`config.mk`:
```
export PLATFORM = sky130hd
export DESIGN_NAME = down_counter_ctrl
export DESIGN_NICKNAME = d
export VERILOG_FILES = /design/src/rtl/down_counter_ctrl.sv
export SDC_FILE = /design/constraint.sdc
export NUM_CORES = 1
export LEC_CHECK = 0
export ABC_AREA = 1
export CAP_MARGIN = 20
export CORE_AREA = 10 10 47 49
export DETAILED_ROUTE_END_ITERATION = 7
export DIE_AREA = 0 0 57 59
export PLACE_DENSITY = 0.8
export SETUP_SLACK_MARGIN = 0.4
export SLEW_MARGIN = 20
export SYNTH_ARGS = -nofsm -noshare
export SYNTH_HDL_FRONTEND = slang
export SYNTH_SLANG_ARGS = --single-unit
```
`constraint.sdc`:
```
create_clock -name clk -period 1.5 [get_ports clk]
set_input_delay 0.375 -clock clk [delete_from_list [all_inputs] [get_ports clk]]
set_output_delay 0.375 -clock clk [all_outputs]
set_load 0.05 [all_outputs]
```
`src/rtl/down_counter_ctrl.sv`:
```
// Start/pause/abort sequencer that owns a WIDTH-bit countdown register and flags expiry.
// Defining DOWN_COUNTER_CTRL_AUTO_RELOAD_EN makes RUN reload the start value on expiry instead of stopping.
module down_counter_ctrl #(
    parameter int WIDTH = 4
) (
    input  logic             clk,
    input  logic             reset,
    input  logic [WIDTH-1:0] load_val,
    input  logic             start,
    input  logic             pause,
    input  logic             abort,
    output logic [WIDTH-1:0] q,
    output logic             busy,
    output logic             done,
    output logic [1:0]       state
);

    typedef enum logic [1:0] {
        IDLE  = 2'd0,
        RUN   = 2'd1,
        PAUSE = 2'd2,
        DONE  = 2'd3
    } state_t;

    localparam logic [WIDTH-1:0] ZERO = '0;
    localparam logic [WIDTH-1:0] ONE  = {{(WIDTH-1){1'b0}}, 1'b1};

    state_t           state_reg;
    logic [WIDTH-1:0] q_reg;
    logic [WIDTH-1:0] reload_reg;
    logic             busy_reg;
    logic             done_reg;

    // busy and done are computed from the next state so they line up with state and q.
    always_ff @(posedge clk) begin
        if (reset) begin
            state_reg  <= IDLE;
            q_reg      <= ZERO;
            reload_reg <= ZERO;
            busy_reg   <= 1'b0;
            done_reg   <= 1'b0;
        end else if (abort) begin
            state_reg <= IDLE;
            q_reg     <= ZERO;
            busy_reg  <= 1'b0;
            done_reg  <= 1'b0;
        end else begin
            case (state_reg)
                IDLE: begin
                    done_reg <= 1'b0;
                    if (start) begin
                        if (load_val != ZERO) begin
                            state_reg  <= RUN;
                            q_reg      <= load_val;
                            reload_reg <= load_val;
                            busy_reg   <= 1'b1;
                        end else begin
                            state_reg <= DONE;
                            q_reg     <= ZERO;
                            busy_reg  <= 1'b0;
                            done_reg  <= 1'b1;
                        end
                    end else begin
                        busy_reg <= 1'b0;
                    end
                end
                RUN: begin
                    if (pause) begin
                        state_reg <= PAUSE;
                        busy_reg  <= 1'b1;
                        done_reg  <= 1'b0;
                    end else if (q_reg <= ONE) begin
                        // q==0 cannot occur in RUN; treating it like q==1 keeps the count from wrapping.
`ifdef DOWN_COUNTER_CTRL_AUTO_RELOAD_EN
                        state_reg <= RUN;
                        q_reg     <= reload_reg;
                        busy_reg  <= 1'b1;
                        done_reg  <= 1'b1;
`else
                        state_reg <= DONE;
                        q_reg     <= ZERO;
                        busy_reg  <= 1'b0;
                        done_reg  <= 1'b1;
`endif
                    end else begin
                        q_reg    <= q_reg - ONE;
                        busy_reg <= 1'b1;
                        done_reg <= 1'b0;
                    end
                end
                PAUSE: begin
                    done_reg <= 1'b0;
                    busy_reg <= 1'b1;
                    if (!pause) begin
                        state_reg <= RUN;
                    end
                end
                DONE: begin
                    state_reg <= IDLE;
                    q_reg     <= ZERO;
                    busy_reg  <= 1'b0;
                    done_reg  <= 1'b0;
                end
                default: begin
                    state_reg <= IDLE;
                    q_reg     <= ZERO;
                    busy_reg  <= 1'b0;
                    done_reg  <= 1'b0;
                end
            endcase
        end
    end

    assign q     = q_reg;
    assign busy  = busy_reg;
    assign done  = done_reg;
    assign state = state_reg;

endmodule

```
* Word-level counts from Yosys, hierarchy flattened
Index checks and enable logic that the tools add are counted.
** Word-level totals
- Bits in registers :: 8
- Word-level logic and storage cells :: 41
** Operators by class
- Eq/ne operators :: 7
- Reductions and logical operators :: 7
- $lt $le $gt $ge :: 1
- Multiplexer cells :: 21
- $add $sub $neg :: 1
** Operator list (count)
- $mux W4 :: 4
- $pmux W4 S3 :: 1
- $mux W2 :: 5
- $mux W1 :: 8
- $pmux W2 S4 :: 1
- $ne A2 B2 Y1 const B :: 3
- $reduce_and A3 Y1 :: 2
- $eq A2 B2 Y1 const B :: 2
- $le A4 B1 Y1 const B :: 1
- $pmux W1 S4 :: 1
- $reduce_bool A4 Y1 :: 1
- $reduce_or A2 Y1 :: 2
- $sub A4 B1 Y4 const B :: 1
- $ne A3 B3 Y1 const B :: 1
- $pmux W1 S3 :: 1
- $reduce_bool A3 Y1 :: 1
- $eq A2 B1 Y1 const B :: 1
- $logic_not A2 Y1 :: 1

* Longest topological paths before layout
Gate-level depths: netlist (run 1).
- Depth in word-level cells :: 4
- Gate-level depth with buffers :: 11

* Worst setup path before layout (run 1)
Ideal clock, no wire load.
- Path kind :: flip-flop to flip-flop
- Start :: reg q_reg[0] (netlist: q[0])
- End :: reg q_reg[0] (netlist: q[0])
- Setup time :: 64 ps
- Arrival time :: 1529 ps
- Required time :: 1436 ps
- Path slack :: -93 ps
- Stages on the path, launching flop included :: 10
- Cell sequence :: dfxtp_1 > inv_1 > ha_1 > inv_1 > nand2_1 > nand2_1 > nand2_1 > nor2_1 > nor2_1 > nor2_1
** On the way
- Longest elaborated chain between the ends :: 4
- Elaborated cells on any way between the ends :: 5
- Classes of those cells :: add/sub: 1; order compare: 1; mux: 3
** Ends and longest elaborated chain
- from (decl) :: line 29 : logic [WIDTH-1:0] q_reg;
- from (signal assigned) :: line 54 : q_reg <= load_val;
- from (signal assigned) :: line 86 : q_reg <= q_reg - ONE;
- $sub A4 B1 Y4 or $le A4 B1 Y1 (tied branches) :: line 86, 72
- $mux W4 * :: line 72 : end else if (q_reg <= ONE) begin
- $mux W4 * :: line 68 : if (pause) begin
- $pmux W4 S3 * :: line 48 : case (state_reg)
Mark *: on every way between the ends. The rest lies on a longest branch, timed or not. The select of a mux whose other input is x is not followed.
A chain may end at the register's enable or synchronous reset.

* Worst setup path in the final report (run 1)
- Start :: reg q_reg[0] (netlist: q[0])
- End :: reg q_reg[2] (netlist: q[2])
The elaborated chain is that of the path after synthesis.

==> results of run 1 <==
==> critical path, delay by kind of cell (launching register included) <==
kind	cells	cell delay, ns
buffers and inverters	2	0.18
adders and majority gates	1	0.15
xor gates and xnor gates	1	0.16
and+or+nand+nor	3	0.22
DFF	1	0.40
==> repair_timing <==
item / CTS / global route
resized for setup: 21 / 7
setup buffers: 6 / 2
hold buffers: 0 / 0
pin swaps: 12 / 10
setup endpoints to repair: 15 / 15
==> Yosys cell counts <==
| library cell | number |
|---|---|
| dfxtp_1 | 8 |
| or2_1 | 1 |
| xnor2_1 | 1 |
| nand3_2 | 1 |
| a21oi_1 | 4 |
| inv_1 | 12 |
| nand2_2 | 2 |
| ha_1 | 2 |
| nor2_1 | 19 |
| nor2_8 | 1 |
| nand3_1 | 4 |
| nand2_1 | 27 |
| nand3_4 | 1 |
| o21ai_0 | 1 |
| inv_2 | 4 |
| nand4_1 | 4 |
==> how the worst min path moves through the flow <==
stage | start | endpoint | slack [ns] | cells after the start
6_report | state[1] | state[1] | 0.56 | 2
2_1_floorplan | reset | q[3] | 0.52 | 3
3_3_place_gp | state[1] | state[1] | 0.54 | 2
3_5_place_dp | state[1] | state[1] | 0.55 | 2
5_1_grt | state[1] | state[1] | 0.57 | 2
4_1_cts | load_val[3] | done | 0.55 | 4
==> kinds of logic (layout without fill, tap and decap cells) <==
logic type,after synthesis,after routing
xor+xnor,1,1
flops,8,8
fa+ha+maj,2,2
buf+inv,16,45
compound gates,5,5
simple gates,60,60
==> metal layers <==
metal  global-route usage [%]  wire, um  up-vias
met4                    8.054        55        0
met3                    4.721       154        8
met1                    7.390       631      304
met5                        0         0        -
met2                    17.83       866       28
li1                         -         -      341
==> layout make-up <==
class,count,area (um2)
clock buffer,4,26.28
fill,107,394.1
inverter,16,67.56
multi-input combinational,68,416.7
sequential,8,178.9
tap,16,20.02
timing repair buffer,25,297.8
==> power by group through the flow <==
stage / registers (mW) / clock network [mW] / logic [mW]
after floorplan: 0.276 / 0 / 0.0991
after global placement: 0.246 / 0 / 0.223
after detailed placement: 0.246 / 0 / 0.226
after CTS: 0.240 / 0.188 / 0.247
after global routing: 0.242 / 0.199 / 0.288
final: 0.241 / 0.191 / 0.268
==> impl_metrics.ini, run 1 <==
[power]
power.internal_uw = 447.7
power_frac_comb_pct = 38.3
netSwitchingPower_uw = 252.0
p_per_area_nw_per_um2 = 694.7
cellLeakagePower_nw = 0.5032
share_seq_of_total_power_pct = 34.4
ir_worst_vdd_uv = 440.0
total_power_of_the_final_layout_uw = 699.7
power_switching_share_pct = 36.01
clock_power_share_pct = 27.2

[placement]
numPortBuffers = 16
hpwlAfterDp_mm = 1.150
globalplace.congestion = 0.7951
placement.setup.worst_slack_ns = -0.01403
placed_cells = 125
dpl_cell_area_um2 = 865.8

[cells_and_area]
postLayoutCellArea_um2 = 1007
drive_above_1_share_pct = 44.63
final_instance_count_excl_fillers = 137
final_nets = 133
synthToLayoutAreaGrowth_pct = 78.89
antenna_cells = 0
commonest_cells_after_routing_fill_and_taps_aside = nand2_1 (22), nor2_1 (15), buf_4 (9)
largest_register_ffs = 4
layout.core_utilization_pct = 71.88
layout_commonest_cell = nand2_1

[worst_setup_path]
max_stage_delay_ns = 0.40
worstPathRequired_ns = 1.65
slowest_library_cell_on_the_worst_path = dfxtp_4
worst-r2r-setup-slack_ns = 0.26
critPathCapture = q[2]
critPathCaptureType = flip-flop
crit_fanout = 4
cells_along_the_critical_path = inv_4 > ha_4 > buf_4 > xnor2_2 > nor2_1 > nor2_1 > nor2_1
path_class = flip-flop to flip-flop
cp-startpoint = q[0]
kind_of_launch_point_of_the_worst_setup_path = flip-flop
crit_path_frequent_cell = nor2_1
timing.critical_path.arrival_ns = 1.39
r2r_end = q[2]
reg2reg_from = q[0]
rr_worst_depth = 7

[synth]
synth_warnings = 0
syn_avg_cell_area_um2 = 6.120
post-synth-top-area-cell = dfxtp_1
synth.net_count = 103
yosys.area_share.xor_xnor_pct = 1.556
synth_seq_cells = 8
synth_simple_gate_area_share_pct = 50.44
synth_cells = 92
synth-adder-area-share_pct = 4.444
synth.yosys.seq_area_share_pct = 28.44
synth_top_cell_area_share_pct = 28.44
synth-compound-area-share_pct = 4.444
synth_area_um2 = 563.0
synth.distinct_cells = 16
synthTopCellsByArea = dfxtp_1 (28%), nand2_1 (18%), nor2_1 (13%)
synth_mux_area_share_pct = 0
combinational_family_with_the_most_area_after_synthesis = simple AND/OR/NAND/NOR gates

[run_status]
run_status = finished, final reports clean

[cts]
cts_inserted_buffers = 3
clock_transition_at_the_registers_of_the_reported_paths_ns = 0.07
cts_root_buf = clkbuf_4
cts.sink_count = 8
cts.path.max_buffers = 2
worst_skew_pair.late_latency_ns = 0.27
cts-htree-levels = 1
tritoncts = built

[die]
fp.dieH_um = 59
initial_core_utilization_pct = 40.18
coreArea_um2 = 1401
std_cell_rows = 14
num_io_pins = 17
die_width_um = 57
dieArea_um2 = 3363

[timing]
period_minus_slack_ns = 1.236
fin_crit_sh_pct = 82.37
setup_violations = 0
timing.final.hold_violations = 0
drv_slew = 0
slew-limit-headroom_pct = 87.58
fin_setup_tns_ns = 0
fmax_mhz = 809.3
timing.hold.ws_ns = 0.5638
worst_clock_skew_ns = 0.01346
grt_setup_unrepaired = yes
worstMarginPinSlew_ns = 0.1856
final_critical_path_setup_slack_ns = 0.2644

[detailed_routing]
total_length_of_routed_wires_mm = 1.708
drc = 0
drtIter0Drc = 24
antenna_viol_nets_final = 0
drt-vias-per-instance = 4.971
drt_pass1_iterations = 4
routed-via-count = 681
avgRoutedWirePerCell_um = 12.47

[global_route]
overflow = 0
antenna_found_initial = 0
grt.total_usage_pct = 9.650
pin_count_of_the_biggest_net_entering_global_routing = 10
grt_pass1_vias = 649
grt_pass1_wl_mm = 2.601

[flow_run]
max-cap-violations = 0

[min_path]
min_path_type = flip-flop to flip-flop
Note: power is estimated with default switching activity, not from simulation.
==> inputs of run 2 (changes only) <==
--- a/config.mk
+++ b/config.mk
@@ -7,9 +7,9 @@
 export LEC_CHECK = 0
 export ABC_AREA = 1
 export CAP_MARGIN = 20
-export CORE_AREA = 10 10 47 49
+export CORE_MARGIN = 10
+export CORE_UTILIZATION = 40
 export DETAILED_ROUTE_END_ITERATION = 7
-export DIE_AREA = 0 0 57 59
 export PLACE_DENSITY = 0.8
 export SETUP_SLACK_MARGIN = 0.4
 export SLEW_MARGIN = 20
==> constraint.sdc (replaced) <==
create_clock -name clk -period 1 [get_ports clk]
set_input_delay 0.25 -clock clk [delete_from_list [all_inputs] [get_ports clk]]
set_output_delay 0.25 -clock clk [all_outputs]
set_load 0.05 [all_outputs]
==> run 2 against run 1 <==
Net effect:
- the run now ends with negative setup slack left
- hold slack got worse by 0.084 ns
- clock power increased by 45%
- global-route usage increased by 0.39 points
- setup slack got worse by 0.45 ns
- routed wire length increased by 23%
- register-to-register slack got worse by 0.45 ns
- non-clock buffer count increased by 11
- sequential share of layout area decreased by 1.6 points
- die area decreased by 1.6%
- largest power group unchanged
==> impl_metrics.ini, run 2 (synthesized netlist as in run 1, its figures left out) <==
[run_status]
run_status = complete, but fails checks
failed_checks = negative setup slack

[timing]
drv_slew = 0
setup_violations = 15
worstMarginPinSlew_ns = 0.2736
fin_crit_sh_pct = 118.4
timing.final.hold_violations = 0
worst_clock_skew_ns = 0.008177
grt_setup_unrepaired = yes
final_critical_path_setup_slack_ns = -0.1837
slew-limit-headroom_pct = 81.76
period_minus_slack_ns = 1.184
fmax_mhz = 844.8

[global_route]
overflow = 0
pin_count_of_the_biggest_net_entering_global_routing = 9
grt.total_usage_pct = 10.04
grt_pass1_vias = 684
grt_pass1_wl_mm = 2.732
antenna_found_initial = 0

[worst_setup_path]
critPathCaptureType = output port
timing.critical_path.arrival_ns = 0.93
kind_of_launch_point_of_the_worst_setup_path = flip-flop
r2r_end = busy
worstPathRequired_ns = 0.75
rr_worst_depth = 11
cp-startpoint = state[0]
worst-r2r-setup-slack_ns = -0.18
path_class = flip-flop to output port
reg2reg_from = q[1]
crit_fanout = 6
critPathCapture = state[0]

[die]
num_io_pins = 17
std_cell_rows = 13
coreArea_um2 = 1318
initial_core_utilization_pct = 42.74
dieArea_um2 = 3308
fp.dieH_um = 57.52
die_width_um = 57.52

[detailed_routing]
drt_pass1_iterations = 4
avgRoutedWirePerCell_um = 14.33
antenna_viol_nets_final = 0
drtIter0Drc = 19
routed-via-count = 746
drc = 0
drt-vias-per-instance = 5.075
total_length_of_routed_wires_mm = 2.106

[cells_and_area]
commonest_cells_after_routing_fill_and_taps_aside = nand2_1 (21), nor2_1 (16), buf_4 (15)
synthToLayoutAreaGrowth_pct = 104.7
final_nets = 144
layout_commonest_cell = nand2_1
largest_register_ffs = 4
drive_above_1_share_pct = 50.00
num-fill-cells = 74
final_instance_count_excl_fillers = 147
antenna_cells = 0
multi_input_area_um2 = 442.9
sequential_cell_area_um2 = 186.4

[cts]
cts_inserted_buffers = 3
tritoncts = built
cts-htree-levels = 1
clock_transition_at_the_registers_of_the_reported_paths_ns = 0.06
cts.sink_count = 8
holdBufCountCts = 0
cts.path.max_buffers = 2
cts_root_buf = clkbuf_4
worst_skew_pair.late_latency_ns = 0.27

[placement]
numPortBuffers = 16
placed_cells = 137
globalplace.congestion = 0.8548
hpwlAfterDp_mm = 1.351
placement.setup.worst_slack_ns = -0.3558

[flow_run]
max-cap-violations = 0

[power]
p_per_area_nw_per_um2 = 967.7
ir_worst_vdd_uv = 940.8
cellLeakagePower_nw = 0.5624

[min_path]
min_path_type = primary input to flip-flop
min_path_cells = 4
[run 2: worst max-delay path, cell delays in order (launching register included)]
cell and delay, ns:
dfxtp_4 0.42, buf_6 0.12, buf_12 0.12
[run 2: area by class of cell]
cell class | count | share of cell area, %
clock buffer | 4 | 2.280
tap | 15 | 1.629
inverter | 16 | 6.297
multi-input combinational | 68 | 38.44
timing repair buffer | 36 | 35.18
sequential | 8 | 16.18
[run 2: worst min path at each step]
stage          startpoint  endpoint
4_1_cts             reset      done
3_5_place_dp     state[1]  state[1]
5_1_grt             reset      done
6_report            reset      done
3_3_place_gp     state[1]  state[1]
2_1_floorplan       reset      q[3]
[run 2: per-layer routing]
metal  share of wire [%]  GRT usage (%)
met1                  38          9.571
met2                  53          18.25
met3                 7.8          4.204
met4                 1.3          4.362
met5                   0              0
[run 2: through the flow]
stage	hold slack, ns	setup TNS (ns)	total power, mW	cell area (um2)	utilization, %
6_report	0.4803	-1.824	1.115	1152	87.46
5_1_grt	0.5311	-2.393	1.167	1152	87.46
4_1_cts	0.4780	-1.714	1.060	1080	81.96
3_5_place_dp	0.5267	-2.517	0.7597	980.9	74.45
3_3_place_gp	0.5170	-2.307	0.7463	980.9	74.45
2_1_floorplan	0.3889	-0.9984	0.5558	616.8	-
[run 2: report_power, final]
| group | internal [mW] | leakage (nW) | switching, mW | total (mW) |
|---|---|---|---|---|
| Combinational | 0.237 | 0.477 | 0.254 | 0.491 |
| Clock | 0.153 | 0.0150 | 0.123 | 0.277 |
| Sequential | 0.326 | 0.0705 | 0.0212 | 0.347 |
| Total | 0.717 | 0.562 | 0.398 | 1.12 |
[run 2: what timing repair did]
item / CTS / global route
gates cloned: 0 / 0
pin swaps: 12 / 8
resized for setup: 17 / 14
setup buffers: 3 / 3
setup endpoints to repair: 16 / 16
==> inputs of run 3 (changes only) <==
--- a/config.mk
+++ b/config.mk
@@ -5,12 +5,11 @@
 export SDC_FILE = /design/constraint.sdc
 export NUM_CORES = 1
 export LEC_CHECK = 0
-export ABC_AREA = 1
 export CAP_MARGIN = 20
 export CORE_MARGIN = 10
-export CORE_UTILIZATION = 40
+export CORE_UTILIZATION = 39
 export DETAILED_ROUTE_END_ITERATION = 7
-export PLACE_DENSITY = 0.8
+export PLACE_DENSITY = 0.79
 export SETUP_SLACK_MARGIN = 0.4
 export SLEW_MARGIN = 20
 export SYNTH_ARGS = -nofsm -noshare
==> run 3 against run 2 <==
Net effect:
- the flow still finishes with violations (negative setup slack)
- total power rose by 0.91%
- sequential power is essentially flat
- clock power down 6%
- via count shrank 8.2%
- synthesized cell count shrank 35%
- highest routed layer unchanged
- hold slack lost 0.035 ns
- global-route usage increased by 3.5 points
- clock skew decreased by 0.0059 ns
- area after synthesis down 7.8%
- sequential cell count stayed put
==> impl_metrics.ini, run 3 <==
[cts]
tritoncts = built
clock_transition_at_the_registers_of_the_reported_paths_ns = 0.06
holdBufCountCts = 0
cts.sink_count = 8
cts_inserted_buffers = 3
cts-htree-levels = 1
cts.path.max_buffers = 2
worst_skew_pair.late_latency_ns = 0.26
cts_root_buf = clkbuf_4

[detailed_routing]
routed-via-count = 685
antenna_viol_nets_final = 0
avgRoutedWirePerCell_um = 19.68
drtIter0Drc = 29
drt_pass1_iterations = 4
drc = 0
total_length_of_routed_wires_mm = 2.322
drt-vias-per-instance = 5.805

[run_status]
failed_checks = negative setup slack
run_status = complete, but fails checks

[min_path]
min_path_cells = 3
min_path_type = primary input to flip-flop
worstHoldEndpoint = q[0]
hold_path_startpoint = load_val[0]

[synth]
synth.distinct_cells = 31
synth_area_um2 = 519.2
post-synth-top-area-cell = dfxtp_1
syn_avg_cell_area_um2 = 8.654
synthTopCellsByArea = dfxtp_1 (31%), o21ai_0 (7.7%), ha_1 (4.8%)
synth.yosys.seq_area_share_pct = 30.84
synth_warnings = 0
synth_top_cell_area_share_pct = 30.84
synth.net_count = 71
async_reset_ff_share_pct = 0
synth_seq_cells = 8
synth.cells.most_frequent = dfxtp_1 (8), o21ai_0 (8), nor2_1 (6)
synth_cells = 60
predominant_post_synthesis_flop_cell = dfxtp_1
synth-edff-count = 0

[worst_setup_path]
rr_worst_depth = 5
path_class = flip-flop to flip-flop
reg2reg_from = q[1]
worstPathRequired_ns = 1.18
r2r_end = q[0]
worst-r2r-setup-slack_ns = -0.44
timing.critical_path.arrival_ns = 1.63
kind_of_launch_point_of_the_worst_setup_path = flip-flop
critPathCaptureType = flip-flop
crit_fanout = 5

[cells_and_area]
final_nets = 116
final_instance_count_excl_fillers = 118
layout_commonest_cell = buf_4
largest_register_ffs = 4
synthToLayoutAreaGrowth_pct = 121.0
num-fill-cells = 55
antenna_cells = 0
drive_above_1_share_pct = 62.14
commonest_cells_after_routing_fill_and_taps_aside = buf_4 (21), dfxtp_4 (8), buf_12 (8)

[placement]
hpwlAfterDp_mm = 1.461
globalplace.congestion = 0.8169
placed_cells = 106
placement.setup.worst_slack_ns = -0.6261
numPortBuffers = 16

[timing]
final_critical_path_setup_slack_ns = -0.4423
fin_crit_sh_pct = 144.2
timing.final.hold_violations = 0
period_minus_slack_ns = 1.442
timing.hold.ws_ns = 0.4455
fin_setup_tns_ns = -3.353
worstMarginPinSlew_ns = 0.4689
grt_setup_unrepaired = yes
setup_violations = 14
worst_clock_skew_ns = 0.002241
drv_slew = 0
fmax_mhz = 693.3
slew-limit-headroom_pct = 68.41

[die]
fp.dieH_um = 56.49
initial_core_utilization_pct = 40.41
die_width_um = 56.49
dieArea_um2 = 3191
std_cell_rows = 13
coreArea_um2 = 1285
num_io_pins = 17

[global_route]
grt_pass1_vias = 775
antenna_found_initial = 0
grt_pass1_wl_mm = 3.525
overflow = 0
pin_count_of_the_biggest_net_entering_global_routing = 9
grt.total_usage_pct = 13.55

[power]
cellLeakagePower_nw = 0.4660
total_power_of_the_final_layout_mw = 1.125
ir_worst_vdd_uv = 704.9
p_per_area_nw_per_um2 = 980.7

[flow_run]
max-cap-violations = 0
[run 3: cell count changes after synthesis, moves of 4 or more]
cell	before	now
inv_1	12	3
nand4_1	4	0
nand3_1	4	0
nor2_1	19	6
nand2_1	27	1
inv_2	4	0
o21ai_0	1	8
[run 3: report_power, final]
part	switching, mW	internal, mW	total, mW	leakage, nW
Clock	0.121	0.138	0.259	0.0138
Sequential	0.0244	0.325	0.350	0.0712
Combinational	0.251	0.266	0.517	0.381
Total	0.396	0.729	1.13	0.466
[run 3: worst max path at each step]
stage | start | endpoint | slack [ns] | cells after the start
finish | q[1] | q[0] | -0.44 | 5
CTS | q[1] | q[3] | -0.40 | 5
floorplan | q[0] | q[3] | -0.40 | 5
detailed placement | load_val[3] | state[1] | -0.63 | 4
global route | q[1] | q[0] | -0.47 | 5
global placement | load_val[3] | state[1] | -0.55 | 4
[run 3: logic make-up (layout without fill, tap and decap cells)]
family / Yosys count / after routing / share of synthesized area [%]
AO/OA/AOI/OAI: 23 / 23 / 31.09
XOR/XNOR: 1 / 1 / 1.687
adder cells (fa/ha/maj): 2 / 2 / 4.819
buffers and inverters: 5 / 48 / 4.578
flip-flops: 8 / 8 / 30.84
AND/OR/NAND/NOR: 21 / 21 / 26.99
[run 3: layer usage]
metal  vias to the layer above  track usage (%)  part of all wire, %
met4                         0            7.216                  2.7
li1                        317                -                    -
met5                         -                0                    0
met2                        27            26.96                   54
met1                       333            10.79                   38
met3                         8            5.169                  4.8
[run 3: worst max-delay path, stage by stage, from the launching register on]
cell	delay, ns
dfxtp_4	0.36
inv_4	0.05
ha_4	0.15
o21a_4	0.23
or3_1	0.41
a31oi_1	0.17
[run 3: cell type report]
cell class,instances,area (um2),area share (%)
Inverter,3,13.76,1.200
Tap cell,15,18.77,1.636
Clock buffer,3,22.52,1.963
Timing Repair Buffer,42,446.7,38.93
Sequential cell,8,190.2,16.58
Multi-Input combinational cell,47,455.4,39.69
[run 3: metrics by stage]
stage | cell area (um2) | util, %
3_3_place_gp | 954.7 | 74.29
2_1_floorplan | 586.8 | -
6_report | 1147 | 89.29
5_1_grt | 1147 | 89.29
3_5_place_dp | 954.7 | 74.29
4_1_cts | 1066 | 82.96
[run 3: repair_timing]
item | 4_1_cts | 5_1_grt
gates resized for setup | 18 | 9
endpoints found under the hold margin | 0 | 0
setup buffers | 6 | 3
pin swaps | 13 | 10
setup endpoints to repair | 16 | 16
